`config.mk`:
```
export PLATFORM = sky130hd
export DESIGN_NAME = dma_bus_arbiter
export DESIGN_NICKNAME = d
export VERILOG_FILES = /design/src/rtl/dma_bus_arbiter.sv
export SDC_FILE = /design/constraint.sdc
export NUM_CORES = 1
export LEC_CHECK = 0
export BUFFER_PORTS_ARGS = -buffer_cell sky130_fd_sc_hd__buf_2
export CAP_MARGIN = 0
export CORE_ASPECT_RATIO = 1.2
export CORE_MARGIN = 2
export CORE_UTILIZATION = 39
export CTS_BUF_LIST = sky130_fd_sc_hd__clkbuf_4
export CTS_CLUSTER_DIAMETER = 80
export DETAILED_ROUTE_END_ITERATION = 16
export PLACE_DENSITY = 0.77
export RECOVER_POWER = 100
export SYNTH_ARGS = -nofsm -noshare
export SYNTH_HDL_FRONTEND = slang
export SYNTH_SLANG_ARGS = --single-unit
export TNS_END_PERCENT = 50
```
`constraint.sdc`:
```
create_clock -name clk -period 1.65 [get_ports clk]
set_input_delay 0.2475 -clock clk [delete_from_list [all_inputs] [get_ports clk]]
set_output_delay 0.2475 -clock clk [all_outputs]
set_load 0.005 [all_outputs]
```
`src/rtl/dma_bus_arbiter.sv`:
```
// Bus arbiter sharing the 6502 memory bus between the CPU and one DMA master.
// The CPU is stalled through RDY on read cycles only, and DMA bursts are bounded with a CPU cooldown.
module dma_bus_arbiter #(
    parameter int MAX_BURST = 8,
    parameter int CPU_SLOTS = 2
) (
    input  logic        clk,
    input  logic        res,
    input  logic [15:0] cpu_addr,
    input  logic        cpu_rw,
    input  logic [7:0]  cpu_dout,
    output logic        cpu_rdy,
    input  logic        dma_req,
    input  logic [15:0] dma_addr,
    input  logic        dma_rw,
    input  logic [7:0]  dma_wdata,
    output logic        dma_ack,
    output logic [7:0]  dma_rdata,
    output logic        dma_busy,
    output logic [15:0] mem_addr,
    output logic        mem_rw,
    output logic [7:0]  mem_wdata,
    input  logic [7:0]  mem_rdata,
    output logic [1:0]  dbg_state_o
);

    typedef enum logic [1:0] {
        S_CPU  = 2'd0,
        S_DMA  = 2'd1,
        S_COOL = 2'd2
    } state_t;

    localparam logic [7:0] MAX_B  = 8'(MAX_BURST);
    localparam logic [7:0] CPU_S  = 8'(CPU_SLOTS);

    state_t     state_q;
    logic [7:0] beat_q;
    logic [7:0] cool_q;
    logic [7:0] beat_d;

    assign beat_d = beat_q + 8'd1;

    always_ff @(posedge clk or negedge res) begin
        if (!res) begin
            state_q <= S_CPU;
            beat_q  <= 8'd0;
            cool_q  <= 8'd0;
        end else begin
            case (state_q)
                S_CPU: begin
                    // Grant only on a CPU read: a write cannot be stalled by RDY.
                    if (dma_req && cpu_rw) begin
                        state_q <= S_DMA;
                        beat_q  <= 8'd0;
                    end
                end
                S_DMA: begin
                    if (!dma_req) begin
                        state_q <= S_CPU;
                    end else begin
                        beat_q <= beat_d;
                        if (beat_d == MAX_B) begin
                            state_q <= S_COOL;
                            cool_q  <= CPU_S;
                        end
                    end
                end
                S_COOL: begin
                    cool_q <= cool_q - 8'd1;
                    if (cool_q <= 8'd1) begin
                        state_q <= S_CPU;
                    end
                end
                default: state_q <= S_CPU;
            endcase
        end
    end

    // Outputs are qualified by res so an asynchronous reset hands the bus back mid-cycle.
    always_comb begin
        cpu_rdy   = 1'b1;
        dma_ack   = 1'b0;
        dma_busy  = 1'b0;
        mem_addr  = cpu_addr;
        mem_rw    = cpu_rw;
        mem_wdata = cpu_dout;
        if (res) begin
            case (state_q)
                S_CPU: begin
                    cpu_rdy = !(dma_req && cpu_rw);
                end
                S_DMA: begin
                    cpu_rdy   = 1'b0;
                    dma_busy  = 1'b1;
                    dma_ack   = dma_req;
                    mem_addr  = dma_addr;
                    mem_rw    = dma_req ? dma_rw : 1'b1;
                    mem_wdata = dma_wdata;
                end
                default: ;
            endcase
        end
    end

    assign dma_rdata   = mem_rdata;
    assign dbg_state_o = state_q;

endmodule
```
Yosys cells after proc, flatten, opt, wreduce, memory -nomap -nowiden
Index checks and enable logic that the tools add are counted.
{"block": "word_totals", "word_cells": 46, "ff_bits": 18, "inputBits": 61, "output_inout_bits": 38}
{"block": "op_classes", "n_lt_le_gt_ge": 1, "n_mux": 24, "reduce_logical": 8, "n_eq_ne": 8, "addsub": 2}
{"cell": "8-bit two-way mux", "count": 6}
{"cell": "16-bit two-way mux", "count": 2}
{"cell": "8-bit case mux with 2 select lines", "count": 2}
{"cell": "3-bit AND reduction", "count": 3}
{"cell": "8-bit by 1-bit adder with 8-bit output, second input constant", "count": 1}
{"cell": "8-bit by 4-bit equality test with 1-bit output, second input constant", "count": 1}
{"cell": "8-bit by 1-bit <= comparator with 1-bit output, second input constant", "count": 1}
{"cell": "1-bit two-way mux", "count": 8}
{"cell": "2-bit two-way mux", "count": 4}
{"cell": "2-bit != test, second input constant", "count": 4}
{"cell": "8-bit by 1-bit subtractor with 8-bit output, second input constant", "count": 1}
{"cell": "2-bit case mux with 3 select lines", "count": 1}
{"cell": "2-bit nonzero test", "count": 2}
{"cell": "3-bit != test, second input constant", "count": 1}
{"cell": "2-bit by 1-bit equality test with 1-bit output, second input constant", "count": 1}
{"cell": "2-bit equality test, second input constant", "count": 1}
{"cell": "2-bit zero test", "count": 1}
{"cell": "1-bit case mux with 2 select lines", "count": 1}
{"cell": "1-bit logical AND", "count": 1}
{"cell": "1-bit zero test", "count": 1}

Longest topological paths before layout
{"block": "logic_depth", "ltp_word": 5, "depth_mapped": 7, "depth_no_buf": 6}

Worst setup path before layout
Ideal clock, no wire load.
{"block": "synth_path", "kind": "register to register", "startpoint": "reg beat_q[0]", "endpoint": "reg cool_q[1]", "t_arrival_ns": 1.633, "setup_ns": 0.124, "path_stages_with_launch": 8, "setup_slack_ns": -0.107, "required_ns": 1.526, "cell_sequence": "dfrtp_1 ha_1 and3_1 a31oi_1 a21oi_2 and3_1 buf_4 o31a_1"}
{"block": "synth_via", "elab_chain_len": 4}
{"element": "from (decl)", "line": "37", "rtl": "logic [7:0] beat_q;"}
{"element": "from (signal assigned)", "line": "61", "rtl": "beat_q <= beat_d;"}
{"element": "8-bit by 1-bit adder with 8-bit output", "line": "41", "rtl": "assign beat_d = beat_q + 8'd1;"}
{"element": "8-bit by 4-bit equality test with 1-bit output", "line": "62", "rtl": "if (beat_d == MAX_B) begin"}
{"element": "2-bit != test (no line)"}
{"element": "3-bit AND reduction (no line)"}
{"element": "to (signal assigned)", "line": "69", "rtl": "cool_q <= cool_q - 8'd1;"}
{"element": "to (decl)", "line": "38", "rtl": "logic [7:0] cool_q;"}
Every way passes these cells.
A chain may end at the register's enable or synchronous reset.

Final worst setup path
{"block": "layout_path", "startpoint": "reg state_q[1], in the netlist dbg_state_o[1]", "endpoint": "out mem_rw"}
{"block": "layout_via", "elab_chain_len": 3}
{"element": "from (decl)", "line": "36", "rtl": "state_t state_q;"}
{"element": "from (signal assigned)", "line": "45", "rtl": "state_q <= S_CPU;"}
{"element": "from (signal assigned)", "line": "53", "rtl": "state_q <= S_DMA;"}
{"element": "from (signal assigned)", "line": "59", "rtl": "state_q <= S_CPU;"}
{"element": "2-bit by 1-bit equality test with 1-bit output", "line": "88", "rtl": "case (state_q)"}
{"element": "1-bit two-way mux", "line": "88"}
{"element": "1-bit two-way mux", "line": "87", "rtl": "if (res) begin"}
{"element": "to (decl)", "line": "21", "rtl": "output logic mem_rw,"}
Every way passes these cells.

==> impl_results.md <==
* Hold Path Class: in2reg
* Max-slew violations at 0
* Yosys reg bits at 18
* R2r worst-path depth at 6
* Status: finished, violations left
* Stages on the worst setup path at 5
* Worst Max-Slew Pin Slew at 824 ps
* Final period utilization at 106%
* Register area share after synthesis at 30.6%
* Post-Syn Nets at 278
* GRT Overall Usage at 24.1%
* Worst Setup Path Type: reg2out
* Layout area overhead at 60.3%
* Num CTS Buffers at 3
* Failing checks: negative setup slack
* GP Congestion at 0.882
* Root Driver: clkbuf_4
* Avg Inst Size Synth at 6.91 um2
* RSZ-0062 raised after global routing: yes
* CP cell instances: nand3b_1, buf_6, buf_8, o21ai_4, buf_2
* CP max FO at 7
* Core area at 3630 um2
* YS warnings at 0
* Nets@finish at 379
* WP data arrival at 1510 ps
* Synth Instances at 213
* Die Wd at 60.1 um
* P per Cell Area at 464 nW/um2
* Via count at 1864
* Synth top area share at 30.6%
* H-tree depth at 1
* DP Worst Slack at -61.5 ps
* Synth unique cells at 42
* Worst hold path cell count at 4
* Top cells by area, synth: dfrtp_1 31%, nand2_1 23%, buf_4 6.1%
* # diodes at 0
* Longest Clk Path Bufs at 2
* Worst Setup Start Kind: flip-flop
* Dpl hpwl at 3.64 mm
* Setup ws final at -103 ps
* Worst R2R Start: beat_q[1]
* Reg clk slew, reported paths at 100 ps
* Final hold slack at 489 ps
* IO Count at 99
* Fin area at 2360 um2
* Max-cap viol count at 0
* Clock sinks at 18
* Setup violations, final at 36
* Layout cell share with drive strength beyond 1 at 51.9%
* Mapped Area at 1470 um2
* Worst-Skew Late Latency at 310 ps
* Tmin final at 1750 ps
* Layout Skew at 7.02 ps
* Gr ovfl total at 0
* Power Total at 1.10 mW
* Buf/Inv on CP at 3
* Worst slew margin at 44.9%
* Largest net degree at the start of global routing at 19
* CP endpoint kind: output pin
* Worst vdd ir at 0.347 mV
* R2R Path End: cool_q[3]
* Vias per cell at 5.12
* Worst R2R Setup Slack at -50 ps
* Fmax at 570 MHz
* TritonRoute pass-1 iters at 5
* CTS tree: built
* Crit path launch: dbg_state_o[1]
* Vias in the first global route at 1808
* Global-route wire length before repair at 7.82 mm
* Initial antenna violation count at 0
* Post-DP Area at 2030 um2
* Crit path max-delay family: buffers and inverters
* Crit path required time at 1400 ps
* Site row count at 24
* Die area at 4280 um2
* Final hold vios at 0
* Final WL at 5.19 mm
* Remaining DRCs at 0
* Yosys top cell by area: dfrtp_1
* # fillers at 302
* Leak at 1.24 nW
* Slowest CP cell: dfrtp_1
* Starting Density at 40.5%
* Die height at 71.3 um
* Port bufs at 82
* CP endpoint: mem_rw
* First DRT Iteration DRCs at 105
* Detail-routed net length per standard cell at 14.3 um
* Antenna viol nets, final at 0
* Slowest Stage Delay on Critical Path at 420 ps
cell type report:
| type | instances | area [um2] | share of cell area [%] |
|---|---|---|---|
| multi-input combinational | 171 | 1020 | 43.2 |
| tap | 52 | 65.1 | 2.76 |
| timing repair buffer | 116 | 774 | 32.8 |
| inverter | 4 | 27.5 | 1.17 |
| sequential | 18 | 450 | 19.1 |
| clock buffer | 3 | 22.5 | 0.955 |
metal layers:
| layer | up-vias | GRT usage [%] | wire (um) |
|---|---|---|---|
| met5 | - | 0 | 0 |
| met4 | 0 | 10.6 | 166 |
| met3 | 16 | 3.07 | 410 |
| met2 | 89 | 43.1 | 2610 |
| met1 | 858 | 27.9 | 2000 |
| li1 | 901 | - | - |
kinds of logic after synthesis:
kind of cell | synth area share (%)
buf+inv | 9.69
xor+xnor | 2.98
simple gates | 39.3
fa+ha+maj | 3.40
compound gates | 14.0
flops | 30.6
worst min path at each step:
stage / startpoint / endpoint / slack [ps]
after floorplan: res / beat_q[0] / -50
after global placement: res / beat_q[2] / 250
after detailed placement: res / beat_q[2] / 250
after CTS: cpu_rw / beat_q[0] / 460
after global routing: mem_rdata[1] / dma_rdata[1] / 500
final: cpu_rw / beat_q[0] / 490
per-stage QoR:
step	instances	utilization [%]	TNS, ps
floorplan	213	-	0
global placement	354	55.9	0
detailed placement	354	55.9	-154
CTS	364	62.4	-1340
global route	364	64.9	-5420
finish	364	64.9	-2210
what timing repair did:
action | in CTS | in global routing
hold buffers | 1 | 0
setup endpoints to repair | 35 | 37
pin swaps | 25 | 9
gates resized for setup | 35 | 27
cloned | 2 | 0
endpoints found under the hold margin | 18 | 0
setup buffers | 4 | 0
cells in the mapped netlist (all sizes together):
master and count:
a21o 1, a21oi 3, a22o 1, a311oi 1, a31oi 3, a41o 1
and2 2, and3 2, buf 13, clkbuf 7, clkinv 1, dfrtp 18
ha 4, inv 3, nand2 90, nand2b 1, nand3 6, nand3b 2
nand4 1, nand4b 1, nor2 13, nor2b 4, nor3 1, nor4 1
nor4bb 1, o211ai 1, o21ai 14, o22ai 1, o31a 1, o31ai 2
o41ai 3, or2 3, or3b 1, or4 1, xnor2 2, xor2 3
flip-flops by register name (all words and copies together) (netlist names):
| signal | count |
|---|---|
| dbg_state_o | 2 |
| cool_q | 8 |
| beat_q | 8 |
placed cells by master, fill, tap and decap left out, drive strengths merged, types with 2 or more instances in the layout:
cell,count
o21ai,14
or2,3
and3,2
nand3,6
inv,3
nor2,13
xnor2,2
nand3b,2
nor2b,4
xor2,3
dfrtp,18
o31ai,2
a21oi,3
a31oi,3
o41ai,3
nand2,90
clkbuf,3
buf,115
ha,4
and2,2
worst register-to-register path, stage by stage (launching register included):
cell	delay [ps]
dfrtp_1	430
nand2_2	70
or4_4	510
a21oi_2	180
and3_4	210
buf_6	100
o211ai_1	90
power by group:
part	leakage, nW	switching (mW)	internal (mW)
Clock	0.0138	0.142	0.0856
Combinational	1.01	0.191	0.207
Sequential	0.211	0.0155	0.454
(Power assumes the default switching activity.)
